**src/rtl/dpram_port_sequencer_if.sv**
```systemverilog
// dpram_port_sequencer_if
//   Bundles the two logical RAM ports (A and B), the slot indicator and the
//   single-port SRAM macro connection of dpram_port_sequencer.
//   slave  : the sequencer side (takes requests, drives grants, read returns
//            and the macro strobes; takes macro read data).
//   master : the requester/macro side (drives requests and macro read data).
interface dpram_port_sequencer_if #(
  parameter int AW = 8,
  parameter int DW = 32
);
  // Port A
  logic          a_req;
  logic          a_we;
  logic [AW-1:0] a_addr;
  logic [DW-1:0] a_wdata;
  logic          a_gnt;
  logic          a_rvalid;
  logic [DW-1:0] a_rdata;
  // Port B
  logic          b_req;
  logic          b_we;
  logic [AW-1:0] b_addr;
  logic [DW-1:0] b_wdata;
  logic          b_gnt;
  logic          b_rvalid;
  logic [DW-1:0] b_rdata;
  // Slot owner and macro side
  logic          slot;
  logic          ram_en;
  logic          ram_we;
  logic [AW-1:0] ram_addr;
  logic [DW-1:0] ram_wdata;
  logic [DW-1:0] ram_rdata;

  modport slave (
    input  a_req, a_we, a_addr, a_wdata,
    input  b_req, b_we, b_addr, b_wdata,
    input  ram_rdata,
    output a_gnt, a_rvalid, a_rdata,
    output b_gnt, b_rvalid, b_rdata,
    output slot, ram_en, ram_we, ram_addr, ram_wdata
  );

  modport master (
    output a_req, a_we, a_addr, a_wdata,
    output b_req, b_we, b_addr, b_wdata,
    output ram_rdata,
    input  a_gnt, a_rvalid, a_rdata,
    input  b_gnt, b_rvalid, b_rdata,
    input  slot, ram_en, ram_we, ram_addr, ram_wdata
  );
endinterface

```
**src/rtl/dpram_port_sequencer.sv**
```systemverilog
// dpram_port_sequencer
//   Runs on the doubled clock and serves two logical RAM ports (A, B) from one
//   single-port SRAM macro by alternating slots, so each port gets one access
//   per base-clock cycle. Reads come back on the issuing port, tagged through a
//   RAM_LAT-deep pipeline that tracks the macro read latency.
// Ports:
//   clk    doubled clock, rising edge only
//   rst_n  asynchronous active-low reset
//   align  forces the next cycle to be slot A
//   bus    dpram_port_sequencer_if.slave: A/B req/we/addr/wdata in, gnt,
//          rvalid, rdata out; slot out; ram_en/we/addr/wdata out; ram_rdata in
// Parameters:
//   AW, DW           address / data width
//   RAM_LAT          macro read latency (1..4) from ram_en to ram_rdata valid
//   WORK_CONSERVING  1 lets an idle slot be lent to the other port
// Grant to rvalid is RAM_LAT+2 cycles: one to register the macro drive,
// RAM_LAT in the macro, one to register the returned data.
module dpram_port_sequencer #(
  parameter int AW              = 8,
  parameter int DW              = 32,
  parameter int RAM_LAT         = 1,
  parameter int WORK_CONSERVING = 1
) (
  input logic                   clk,
  input logic                   rst_n,
  input logic                   align,
  dpram_port_sequencer_if.slave bus
);

  localparam logic WC = (WORK_CONSERVING != 0) ? 1'b1 : 1'b0;

  logic               slot_q,      slot_d;
  logic               ram_en_q,    ram_en_d;
  logic               ram_we_q,    ram_we_d;
  logic               ram_port_q,  ram_port_d;
  logic [AW-1:0]      ram_addr_q,  ram_addr_d;
  logic [DW-1:0]      ram_wdata_q, ram_wdata_d;
  logic [RAM_LAT-1:0] tag_vld_q,   tag_vld_d;
  logic [RAM_LAT-1:0] tag_prt_q,   tag_prt_d;
  logic               a_rvalid_q,  a_rvalid_d;
  logic               b_rvalid_q,  b_rvalid_d;
  logic [DW-1:0]      a_rdata_q,   a_rdata_d;
  logic [DW-1:0]      b_rdata_q,   b_rdata_d;
  logic               a_gnt_s,     b_gnt_s;

  // Grant arbitration: slot owner wins; an idle slot may be lent out.
  always_comb begin
    a_gnt_s = bus.a_req & (~slot_q | (WC & slot_q & ~bus.b_req));
    b_gnt_s = bus.b_req & (slot_q | (WC & ~slot_q & ~bus.a_req));
  end

  // Next-state: slot counter, macro drive, read-tag pipeline, read return.
  always_comb begin
    if (align) begin
      slot_d = 1'b0;
    end else begin
      slot_d = ~slot_q;
    end

    if (a_gnt_s) begin
      ram_en_d    = 1'b1;
      ram_we_d    = bus.a_we;
      ram_port_d  = 1'b0;
      ram_addr_d  = bus.a_addr;
      ram_wdata_d = bus.a_wdata;
    end else if (b_gnt_s) begin
      ram_en_d    = 1'b1;
      ram_we_d    = bus.b_we;
      ram_port_d  = 1'b1;
      ram_addr_d  = bus.b_addr;
      ram_wdata_d = bus.b_wdata;
    end else begin
      // Idle: strobes drop, address/data/port hold to avoid macro pin toggling.
      ram_en_d    = 1'b0;
      ram_we_d    = 1'b0;
      ram_port_d  = ram_port_q;
      ram_addr_d  = ram_addr_q;
      ram_wdata_d = ram_wdata_q;
    end

    // The tag enters alongside the macro access and leaves the pipeline in the
    // same cycle the macro presents the read data.
    tag_vld_d    = tag_vld_q;
    tag_prt_d    = tag_prt_q;
    tag_vld_d[0] = ram_en_q & ~ram_we_q;
    tag_prt_d[0] = ram_port_q;
    for (int i = 1; i < RAM_LAT; i++) begin
      tag_vld_d[i] = tag_vld_q[i-1];
      tag_prt_d[i] = tag_prt_q[i-1];
    end

    a_rvalid_d = tag_vld_q[RAM_LAT-1] & ~tag_prt_q[RAM_LAT-1];
    b_rvalid_d = tag_vld_q[RAM_LAT-1] &  tag_prt_q[RAM_LAT-1];

    if (a_rvalid_d) begin
      a_rdata_d = bus.ram_rdata;
    end else begin
      a_rdata_d = a_rdata_q;
    end
    if (b_rvalid_d) begin
      b_rdata_d = bus.ram_rdata;
    end else begin
      b_rdata_d = b_rdata_q;
    end
  end

  // State registers; reset discards every outstanding read tag.
  always_ff @(posedge clk or negedge rst_n) begin
    if (!rst_n) begin
      slot_q      <= 1'b0;
      ram_en_q    <= 1'b0;
      ram_we_q    <= 1'b0;
      ram_port_q  <= 1'b0;
      ram_addr_q  <= {AW{1'b0}};
      ram_wdata_q <= {DW{1'b0}};
      tag_vld_q   <= {RAM_LAT{1'b0}};
      tag_prt_q   <= {RAM_LAT{1'b0}};
      a_rvalid_q  <= 1'b0;
      b_rvalid_q  <= 1'b0;
      a_rdata_q   <= {DW{1'b0}};
      b_rdata_q   <= {DW{1'b0}};
    end else begin
      slot_q      <= slot_d;
      ram_en_q    <= ram_en_d;
      ram_we_q    <= ram_we_d;
      ram_port_q  <= ram_port_d;
      ram_addr_q  <= ram_addr_d;
      ram_wdata_q <= ram_wdata_d;
      tag_vld_q   <= tag_vld_d;
      tag_prt_q   <= tag_prt_d;
      a_rvalid_q  <= a_rvalid_d;
      b_rvalid_q  <= b_rvalid_d;
      a_rdata_q   <= a_rdata_d;
      b_rdata_q   <= b_rdata_d;
    end
  end

  assign bus.a_gnt     = a_gnt_s;
  assign bus.b_gnt     = b_gnt_s;
  assign bus.a_rvalid  = a_rvalid_q;
  assign bus.b_rvalid  = b_rvalid_q;
  assign bus.a_rdata   = a_rdata_q;
  assign bus.b_rdata   = b_rdata_q;
  assign bus.slot      = slot_q;
  assign bus.ram_en    = ram_en_q;
  assign bus.ram_we    = ram_we_q;
  assign bus.ram_addr  = ram_addr_q;
  assign bus.ram_wdata = ram_wdata_q;

endmodule

```
**src/flat_wrapper.sv**
```systemverilog
// flat-port wrapper written by rule: the top's interface ports become plain ports
module dpram_port_sequencer_flat 
#(
  parameter int AW              = 8,
  parameter int DW              = 32,
  parameter int RAM_LAT         = 1,
  parameter int WORK_CONSERVING = 1
)
  (clk, rst_n, align, bus_a_req, bus_a_we, bus_a_addr, bus_a_wdata, bus_b_req, bus_b_we, bus_b_addr, bus_b_wdata, bus_ram_rdata, bus_a_gnt, bus_a_rvalid, bus_a_rdata, bus_b_gnt, bus_b_rvalid, bus_b_rdata, bus_slot, bus_ram_en, bus_ram_we, bus_ram_addr, bus_ram_wdata);
  dpram_port_sequencer_if #(.AW(AW), .DW(DW)) bus_i ();
  input logic clk;
  input logic rst_n;
  input logic align;
  input wire logic [$bits(bus_i.a_req)-1:0] bus_a_req;
  input wire logic [$bits(bus_i.a_we)-1:0] bus_a_we;
  input wire logic [$bits(bus_i.a_addr)-1:0] bus_a_addr;
  input wire logic [$bits(bus_i.a_wdata)-1:0] bus_a_wdata;
  input wire logic [$bits(bus_i.b_req)-1:0] bus_b_req;
  input wire logic [$bits(bus_i.b_we)-1:0] bus_b_we;
  input wire logic [$bits(bus_i.b_addr)-1:0] bus_b_addr;
  input wire logic [$bits(bus_i.b_wdata)-1:0] bus_b_wdata;
  input wire logic [$bits(bus_i.ram_rdata)-1:0] bus_ram_rdata;
  output wire logic [$bits(bus_i.a_gnt)-1:0] bus_a_gnt;
  output wire logic [$bits(bus_i.a_rvalid)-1:0] bus_a_rvalid;
  output wire logic [$bits(bus_i.a_rdata)-1:0] bus_a_rdata;
  output wire logic [$bits(bus_i.b_gnt)-1:0] bus_b_gnt;
  output wire logic [$bits(bus_i.b_rvalid)-1:0] bus_b_rvalid;
  output wire logic [$bits(bus_i.b_rdata)-1:0] bus_b_rdata;
  output wire logic [$bits(bus_i.slot)-1:0] bus_slot;
  output wire logic [$bits(bus_i.ram_en)-1:0] bus_ram_en;
  output wire logic [$bits(bus_i.ram_we)-1:0] bus_ram_we;
  output wire logic [$bits(bus_i.ram_addr)-1:0] bus_ram_addr;
  output wire logic [$bits(bus_i.ram_wdata)-1:0] bus_ram_wdata;
  assign bus_i.a_req = bus_a_req;
  assign bus_i.a_we = bus_a_we;
  assign bus_i.a_addr = bus_a_addr;
  assign bus_i.a_wdata = bus_a_wdata;
  assign bus_i.b_req = bus_b_req;
  assign bus_i.b_we = bus_b_we;
  assign bus_i.b_addr = bus_b_addr;
  assign bus_i.b_wdata = bus_b_wdata;
  assign bus_i.ram_rdata = bus_ram_rdata;
  assign bus_a_gnt = bus_i.a_gnt;
  assign bus_a_rvalid = bus_i.a_rvalid;
  assign bus_a_rdata = bus_i.a_rdata;
  assign bus_b_gnt = bus_i.b_gnt;
  assign bus_b_rvalid = bus_i.b_rvalid;
  assign bus_b_rdata = bus_i.b_rdata;
  assign bus_slot = bus_i.slot;
  assign bus_ram_en = bus_i.ram_en;
  assign bus_ram_we = bus_i.ram_we;
  assign bus_ram_addr = bus_i.ram_addr;
  assign bus_ram_wdata = bus_i.ram_wdata;
  dpram_port_sequencer #(.AW(AW), .DW(DW), .RAM_LAT(RAM_LAT), .WORK_CONSERVING(WORK_CONSERVING)) u_core (.clk(clk), .rst_n(rst_n), .align(align), .bus(bus_i));
endmodule
```
**config.mk**
```make
export PLATFORM = sky130hd
export DESIGN_NAME = dpram_port_sequencer_flat
export DESIGN_NICKNAME = d
export VERILOG_FILES = /design/src/rtl/dpram_port_sequencer_if.sv /design/src/rtl/dpram_port_sequencer.sv /design/src/flat_wrapper.sv
export SDC_FILE = /design/constraint.sdc
export NUM_CORES = 1
export LEC_CHECK = 0
export ABC_CLOCK_PERIOD_IN_PS = 3200
export BUFFER_PORTS_ARGS = -buffer_cell sky130_fd_sc_hd__buf_4
export CORE_MARGIN = 2
export CORE_UTILIZATION = 49
export DETAILED_ROUTE_END_ITERATION = 8
export PLACE_DENSITY = 0.82
export RECOVER_POWER = 100
export SLEW_MARGIN = 20
export SYNTH_ARGS = -nofsm -noshare
export SYNTH_HDL_FRONTEND = slang
export SYNTH_SLANG_ARGS = --single-unit
```
**constraint.sdc**
```tcl
create_clock -name clk -period 3.2 [get_ports clk]
set_input_delay 0.16 -clock clk [delete_from_list [all_inputs] [get_ports clk]]
set_output_delay 0.16 -clock clk [all_outputs]
set_load 0.01 [all_outputs]
```
### After elaboration in Yosys (flattened, before gate mapping)

Cells that the tools add are included.

* bitwise gates (word level): 14
* mux-type cells: 11
* reduce and logical (&&, ||, !) cells: 1

Operators with widths (number)
* $mux 32: 2
* $mux 8: 2
* $and 1x1->1: 7
* $mux 1: 7
* $not 1->1: 5
* $or 1x1->1: 2
* $reduce_bool 2->1: 1

* register bits after elaboration: 112
* input port bits: 119
* output and inout bits: 111

### Longest topological paths before layout

Gate-level depths: netlist (run 1).

* depth after elaboration: 6
* mapped depth: 6
* depth with buffers taken out: 4

### Worst setup path before layout (run 1)

OpenSTA, ideal clock, no wires.

* kind: reg-to-reg
* from: register u_core.slot_q (netlist: u_core.bus.slot)
* to: register u_core.ram_wdata_q[10] (netlist: u_core.bus.ram_wdata[10])
* path slack: 1943 ps
* clock period less this slack: 1257 ps
* path buffers: 2
* arrival: 1134 ps
* stages on the path, launching flop included: 6
* path through: dfrtp_1 -> nand2_2 -> nand2_1 -> buf_4 -> buf_4 -> o221a_1

* cells in the longest elaborated chain, start to end: 5
* elaborated cells on any way between the ends: 9
* those cells by class: mux: 1; bitwise: 7; reduce/logical: 1

RTL lines
* start: declaration: line dpram_port_sequencer.sv:32 `logic slot_q, slot_d;`
* start signal: assignment: line dpram_port_sequencer.sv:123 `slot_q <= slot_d;`
* $not 1->1: line dpram_port_sequencer.sv:48, dpram_port_sequencer.sv:49
* $and 1x1->1: line dpram_port_sequencer.sv:49 `b_gnt_s = bus.b_req & (slot_q | (WC & ~slot_q & ~bus.a_req));`
* $or 1x1->1: line dpram_port_sequencer.sv:49
* $and 1x1->1: line dpram_port_sequencer.sv:49
* $reduce_bool 2->1 (no line)
* end signal: assignment: line dpram_port_sequencer.sv:115 `ram_wdata_q <= {DW{1'b0}};`
* end signal: assignment: line dpram_port_sequencer.sv:128 `ram_wdata_q <= ram_wdata_d;`
* end: declaration: line dpram_port_sequencer.sv:37 `logic [DW-1:0] ram_wdata_q, ram_wdata_d;`

Several ways; a longest one is shown, not always the timed one.
A chain may end at the register's enable or synchronous reset.

### Final worst setup path (run 1)

* from: register u_core.tag_prt_q
* to: register u_core.b_rdata_q[11] (netlist: u_core.bus.b_rdata[11])

* cells in the longest elaborated chain, start to end: 1

RTL lines
* start: declaration: line dpram_port_sequencer.sv:39 `logic [RAM_LAT-1:0] tag_prt_q, tag_prt_d;`
* start signal: assignment: line dpram_port_sequencer.sv:117 `tag_prt_q <= {RAM_LAT{1'b0}};`
* start signal: assignment: line dpram_port_sequencer.sv:130 `tag_prt_q <= tag_prt_d;`
* $and 1x1->1: line dpram_port_sequencer.sv:93 `b_rvalid_d = tag_vld_q[RAM_LAT-1] & tag_prt_q[RAM_LAT-1];`
* end signal: assignment: line dpram_port_sequencer.sv:121 `b_rdata_q <= {DW{1'b0}};`
* end signal: assignment: line dpram_port_sequencer.sv:134 `b_rdata_q <= b_rdata_d;`
* end: declaration: line dpram_port_sequencer.sv:43 `logic [DW-1:0] b_rdata_q, b_rdata_d;`

No other way between the ends.

==> results of run 1 <==
cells in the final DEF, fill, tap and decap left out, types with 4 or more instances in the layout:
cell type / n
dfrtp_1: 112
buf_4: 118
mux2_2: 6
dlygate4sd3_1: 7
or3_1: 37
nand2_1: 4
mux2_1: 58
clkbuf_8: 11
o221a_2: 13
clkbuf_1: 112
o221a_1: 24
sequential cells by signal, summed over array words and instances, names as in the netlist:
| name | flops |
|---|---|
| u_core.bus.slot | 1 |
| u_core.bus.a_rvalid | 1 |
| u_core.tag_vld_q | 1 |
| u_core.bus.a_rdata | 32 |
| u_core.bus.ram_we | 1 |
| u_core.bus.b_rvalid | 1 |
| u_core.tag_prt_q | 1 |
| u_core.bus.ram_addr | 8 |
| u_core.bus.ram_wdata | 32 |
| u_core.bus.ram_en | 1 |
| u_core.bus.b_rdata | 32 |
| u_core.ram_port_q | 1 |
layout make-up:
cell class              count  area, um2  share of cell area (%)
clock buffers              11        151                    2.50
clock inverters             5       47.5                   0.785
inverters                   3       11.3                   0.186
multi-input cells         162       1510                    25.0
flip-flops and latches    112       2800                    46.3
well taps                 111        139                    2.29
repair buffers            240       1390                    23.0
cell families after synthesis:
family / after synthesis / synth area share [%]
DFF: 112 / 62.2
AOI/OAI and AO/OA: 44 / 10.2
and+or+nand+nor: 51 / 6.74
buffers and inverters: 28 / 4.27
muxes: 67 / 16.6
worst paths after layout:
kind / from / to / cells past startpoint
max in group asynchronous: rst_n / u_core.bus.ram_wdata[10] / 3
hold reg to reg: u_core.ram_port_q / u_core.tag_prt_q / 0
setup reg to reg: u_core.tag_prt_q / u_core.bus.b_rdata[11] / 3
setup / recovery: u_core.tag_prt_q / u_core.bus.b_rdata[11] / 3
min in group asynchronous: rst_n / u_core.bus.a_rdata[29] / 2
hold / removal: bus_ram_rdata[3] / u_core.bus.b_rdata[3] / 2
worst max-delay path: stages (launching register included):
cell and delay (ns):
dfrtp_1 0.40, nand2_1 0.07, clkbuf_1 1.37, mux2_2 0.44
metal layers:
layer / share of wire [%] / vias up / track usage (%)
met5: 0 / - / 0
met4: 2.7 / 0 / 9.17
met3: 8.4 / 23 / 5.43
met2: 51 / 190 / 40.6
met1: 38 / 1700 / 27.7
li1: - / 1575 / -
metrics by stage:
step	std cells	instance area (um2)	hold slack [ns]
2_1_floorplan	302	4510	-0.136
3_3_place_gp	621	6220	0.308
3_5_place_dp	621	6230	0.314
4_1_cts	644	6490	0.000178
5_1_grt	644	6060	0.000372
6_report	644	6060	0.0178
synth_stat cells, drive strengths merged:
| master | n | share of area, % |
|---|---|---|
| a22o | 1 | 0.19 |
| a31oi | 3 | 0.42 |
| and3 | 3 | 0.42 |
| buf | 21 | 3.7 |
| clkbuf | 4 | 0.36 |
| dfrtp | 112 | 62 |
| inv | 3 | 0.25 |
| mux2 | 64 | 16 |
| mux2i | 3 | 0.67 |
| nand2 | 4 | 0.39 |
| nand2b | 1 | 0.14 |
| nor2 | 3 | 0.25 |
| nor2b | 2 | 0.28 |
| o21ai | 3 | 0.33 |
| o221a | 37 | 9.2 |
| or2 | 1 | 0.14 |
| or3 | 37 | 5.1 |
power groups by stage:
| stage | registers [mW] | logic (mW) | clock network, mW |
|---|---|---|---|
| after floorplan | 1.93 | 0.299 | 0 |
| after global placement | 1.83 | 0.998 | 0 |
| after detailed placement | 1.83 | 1.03 | 0 |
| after CTS | 1.81 | 1.03 | 0.848 |
| after global routing | 1.83 | 0.888 | 0.900 |
| final | 1.80 | 0.817 | 0.818 |
timing repair:
action / CTS / global route
setup endpoints to repair: 0 / 0
resized for setup: 0 / 0
hold buffers: 7 / 0
hold endpoints to repair: 74 / 0
==> metrics.txt, run 1 <==
Inserted Clock Buffers 9; Detailed Place HPWL 8450 um; drc violations 0; core area 9060 um2; grt ovf 0; syn_area_per_cell 14.9 um2; failing checks capacitance limit, slew limit; Die Footprint 9990 um2; setup TNS 0 ns; DR iter-0 viols 72; via count 3,488; Ant. Diodes 0; Syn Std Cell Area 4510 um2; clk buf depth 2; IO buf count 229; NumNets Final 647; I/O pin total 230; crit path DAT 2.63 ns; first-pass GRT wire length 18,100 um; top fanout value on the critical path 33; WS Path Type flop to flop; CTS tree yes; Root Driver clkbuf_8; post-route clock period utilization 74.7%; pre-CTS setup slack 1.44 ns; detailed-route wire length per cell 18.2 um; DRT antenna net count 0; Total Wirelength 11,700 um; PwrDens 567 nW/um2; Die H 99.9 um; GP Congestion 0.826; status finished with violations; Critical Path End Type flop; LEAKAGE 2.63 nW; Max-cap violations 3; Mapped Cells 302; total power 3.44 mW; Horiz. Die Dim 99.9 um; Vias/cell 5.42; sequential fraction of the synthesis area 62.2%; RSZ-0062 raised after global routing no; Least-Margin Pin Slew 1.91 ns; DR pass1 iterations 4; final hold viol count 0; yosys warns 0; Mapped Nets 421; HP Class input port to flop; Netlist cell types 24; area grow syn2layout 34.3%; Peak supply drop 0.232 mV; clock insertion delay at the later pin of the skew report 0.36 ns; CP required 3.44 ns; reg2reg setup slack 0.81 ns; vias in the first global route 3,626; antenna violations before repair 0; clock power share 23.8%; proportion of layout cells with a drive suffix above 1 29.8%; Max Fclk 418 MHz; final setup violation count 0; internal power 2.39 mW; Reg clk slew, reported paths 0.11 ns; initial core utilization 49.7%; # H-tree levels 3; setup ws final 0.808 ns; largest net degree at the start of global routing 70; sw power 1.05 mW; Seq pwr share 52.4%; GR Util All Layers 23.2%; Startpoint Class flop; #FFs+latches synth 112; fillers 747; CTS Sinks 112; part of the power in combinational logic 23.8%; post-layout min period 2.39 ns; Setup Skew 0.00993 ns; worst slew margin relative to its limit -27.4%; row cnt 35; Sw Share 30.5%; setup bufs post-CTS 0; Max Slew Vio Count 138; Final Core Density 66.8%
No activity file was read; power rests on OpenSTA's default activity.
==> inputs of run 2 (changes only) <==
--- a/config.mk
+++ b/config.mk
@@ -5,12 +5,12 @@
 export SDC_FILE = /design/constraint.sdc
 export NUM_CORES = 1
 export LEC_CHECK = 0
-export ABC_CLOCK_PERIOD_IN_PS = 3200
+export ABC_CLOCK_PERIOD_IN_PS = 2300
 export BUFFER_PORTS_ARGS = -buffer_cell sky130_fd_sc_hd__buf_4
 export CORE_MARGIN = 2
-export CORE_UTILIZATION = 49
+export CORE_UTILIZATION = 45
 export DETAILED_ROUTE_END_ITERATION = 8
-export PLACE_DENSITY = 0.82
+export PLACE_DENSITY = 0.76
 export RECOVER_POWER = 100
 export SLEW_MARGIN = 20
 export SYNTH_ARGS = -nofsm -noshare
==> constraint.sdc (replaced) <==
create_clock -name clk -period 2.3 [get_ports clk]
set_input_delay 0.115 -clock clk [delete_from_list [all_inputs] [get_ports clk]]
set_output_delay 0.115 -clock clk [all_outputs]
set_load 0.01 [all_outputs]
==> metrics.txt, run 2 (synthesis gave the netlist of run 1 again) <==
cells along the critical path nand2_1 -> nand2_1 -> clkbuf_2 -> o221a_1; CP max stage delay 0.55 ns (-0.82 ns); Max Slew Vio Count 0 (-100%); Startpoint Class flop; Final Hold Slack 0.00817 ns (-0.00961 ns); Buf+Inv Stages, Crit Path 1 (unchanged); # H-tree levels 3 (unchanged); most frequent cells in the layout buf_4 (119), dfrtp_1 (112), clkbuf_1 (111); pre-CTS setup slack 0.637 ns (-0.803 ns); status finished, final reports clean; setup ws final 0.487 ns (-0.322 ns); total power 4.91 mW (+43%); commonest non-fill, non-tap cell in the layout buf_4; top fanout value on the critical path 28 (-15%); Worst path most repeated cell nand2_1; setup TNS 0 ns (unchanged); proportion of layout cells with a drive suffix above 1 27.9% (-1.9 points); CTS Sinks 112 (unchanged); antenna violations before repair 0 (unchanged); final hold viol count 0 (unchanged); worst slew margin relative to its limit 32.9% (+60 points); Peak supply drop 0.339 mV (+46%); Critical Path End Type flop; RSZ-0062 raised after global routing no; Max Fclk 551 MHz (+32%); setup bufs post-CTS 0 (unchanged); via count 3,675 (+5.4%); first-pass GRT wire length 20,200 um (+12%); area grow syn2layout 43.5%; Ant. Diodes 0 (unchanged); DR pass1 iterations 5 (+1); Reg clk slew, reported paths 0.11 ns (about the same); DRT antenna net count 0 (unchanged); CP max-delay cell clkbuf_2; drc violations 0 (unchanged); Setup Skew 0.0185 ns (+0.00860 ns); fillers 826 (+11%); NumNets Final 683 (+5.6%); GR Util All Layers 23.7% (+0.51 points); Horiz. Die Dim 104 um (+4.2%); row cnt 36 (+2.9%); clock insertion delay at the later pin of the skew report 0.37 ns (about the same); initial core utilization 46.3% (-3.4 points); crit path DAT 2.11 ns (-0.52 ns); DP Area 6270 um2 (+0.72%); final setup violation count 0 (unchanged); CP required 2.60 ns (-0.84 ns); Total Wirelength 12,800 um (+9.5%); LEAKAGE 2.80 nW (+6.4%); DR iter-0 viols 164 (+130%); post-route clock period utilization 78.8% (+4.1 points); Root Driver clkbuf_8; core area 9730 um2 (+7.3%); CTS tree yes; Vias/cell 5.24 (-3.3%); Die Footprint 10,800 um2 (+8.5%); I/O pin total 230 (unchanged); Detailed Place HPWL 8790 um (+4.1%); detailed-route wire length per cell 18.2 um (+0.47%); Finished Cell Area 6470 um2 (+6.8%); GP Congestion 0.844 (+2.1%); Post-CTS Resized 0 (unchanged); largest net degree at the start of global routing 74 (+5.7%); clk buf depth 2 (unchanged); PwrDens 759 nW/um2 (+34%); WS Path Type flop to flop; grt ovf 0 (unchanged); HP Class input port to flop; Least-Margin Pin Slew 1.01 ns (-0.904 ns); Max-cap violations 0 (-3); post-layout min period 1.81 ns (-0.578 ns); IO buf count 229 (unchanged); Inserted Clock Buffers 9 (unchanged); vias in the first global route 3,845 (+6.0%); Die H 104 um (+4.2%); Largest delay share family, worst path buffers and inverters
## run 2: where the power goes
group / switching [mW] / internal [mW] / total [mW] / leakage, nW
sequential: 0.189 / 2.32 / 2.51 / 1.29
combinational: 0.639 / 0.570 / 1.21 / 1.41
clock: 0.670 / 0.522 / 1.19 / 0.0994
total: 1.50 / 3.41 / 4.91 / 2.80
## run 2: cell type report
class | instances | area, um2 | area share [%]
Sequential cell | 112 | 2800 | 43.3
Timing Repair Buffer | 276 | 1770 | 27.3
Inverter | 3 | 11.3 | 0.174
Clock buffer | 10 | 128 | 1.97
Clock inverter | 6 | 75.1 | 1.16
Multi-Input combinational cell | 162 | 1520 | 23.5
Tap cell | 133 | 166 | 2.57
## run 2: worst paths after layout
path	endpoint	start	depth (start not counted)	slack, ns
max in group asynchronous	u_core.bus.b_rdata[29]	rst_n	3	0.91
worst min-delay path	u_core.bus.ram_addr[7]	bus_a_addr[7]	3	0.008
worst max register to register	u_core.bus.ram_wdata[12]	u_core.bus.slot	4	0.49
min in group asynchronous	u_core.bus.a_rdata[23]	rst_n	2	0.47
worst max-delay path	u_core.bus.ram_wdata[12]	u_core.bus.slot	4	0.49
worst min register to register	u_core.tag_prt_q	u_core.ram_port_q	0	0.39
## run 2: routing by layer
layer  GRT usage [%]  vias to the layer above  wire (um)
met5               0                        -          0
met4            8.30                        0        290
met3            5.39                       22        867
met2            41.0                      177       6510
met1            29.3                     1829       5140
li1                -                     1647          -
## run 2: worst min-delay path, cell delays in order
cell and delay [ns]:
buf_4 0.08, a31oi_1 0.07, o21ai_0 0.06
## run 2: metrics by stage
step,utilization [%],instances
2_1_floorplan,-,302
3_3_place_gp,64.5,644
3_5_place_dp,64.5,644
4_1_cts,70.7,700
5_1_grt,66.5,702
6_report,66.5,702
## run 2: what timing repair did
item,4_1_cts,5_1_grt
hold endpoints to repair,108,2
hold buffers,40,2
endpoints found under the setup margin,0,0
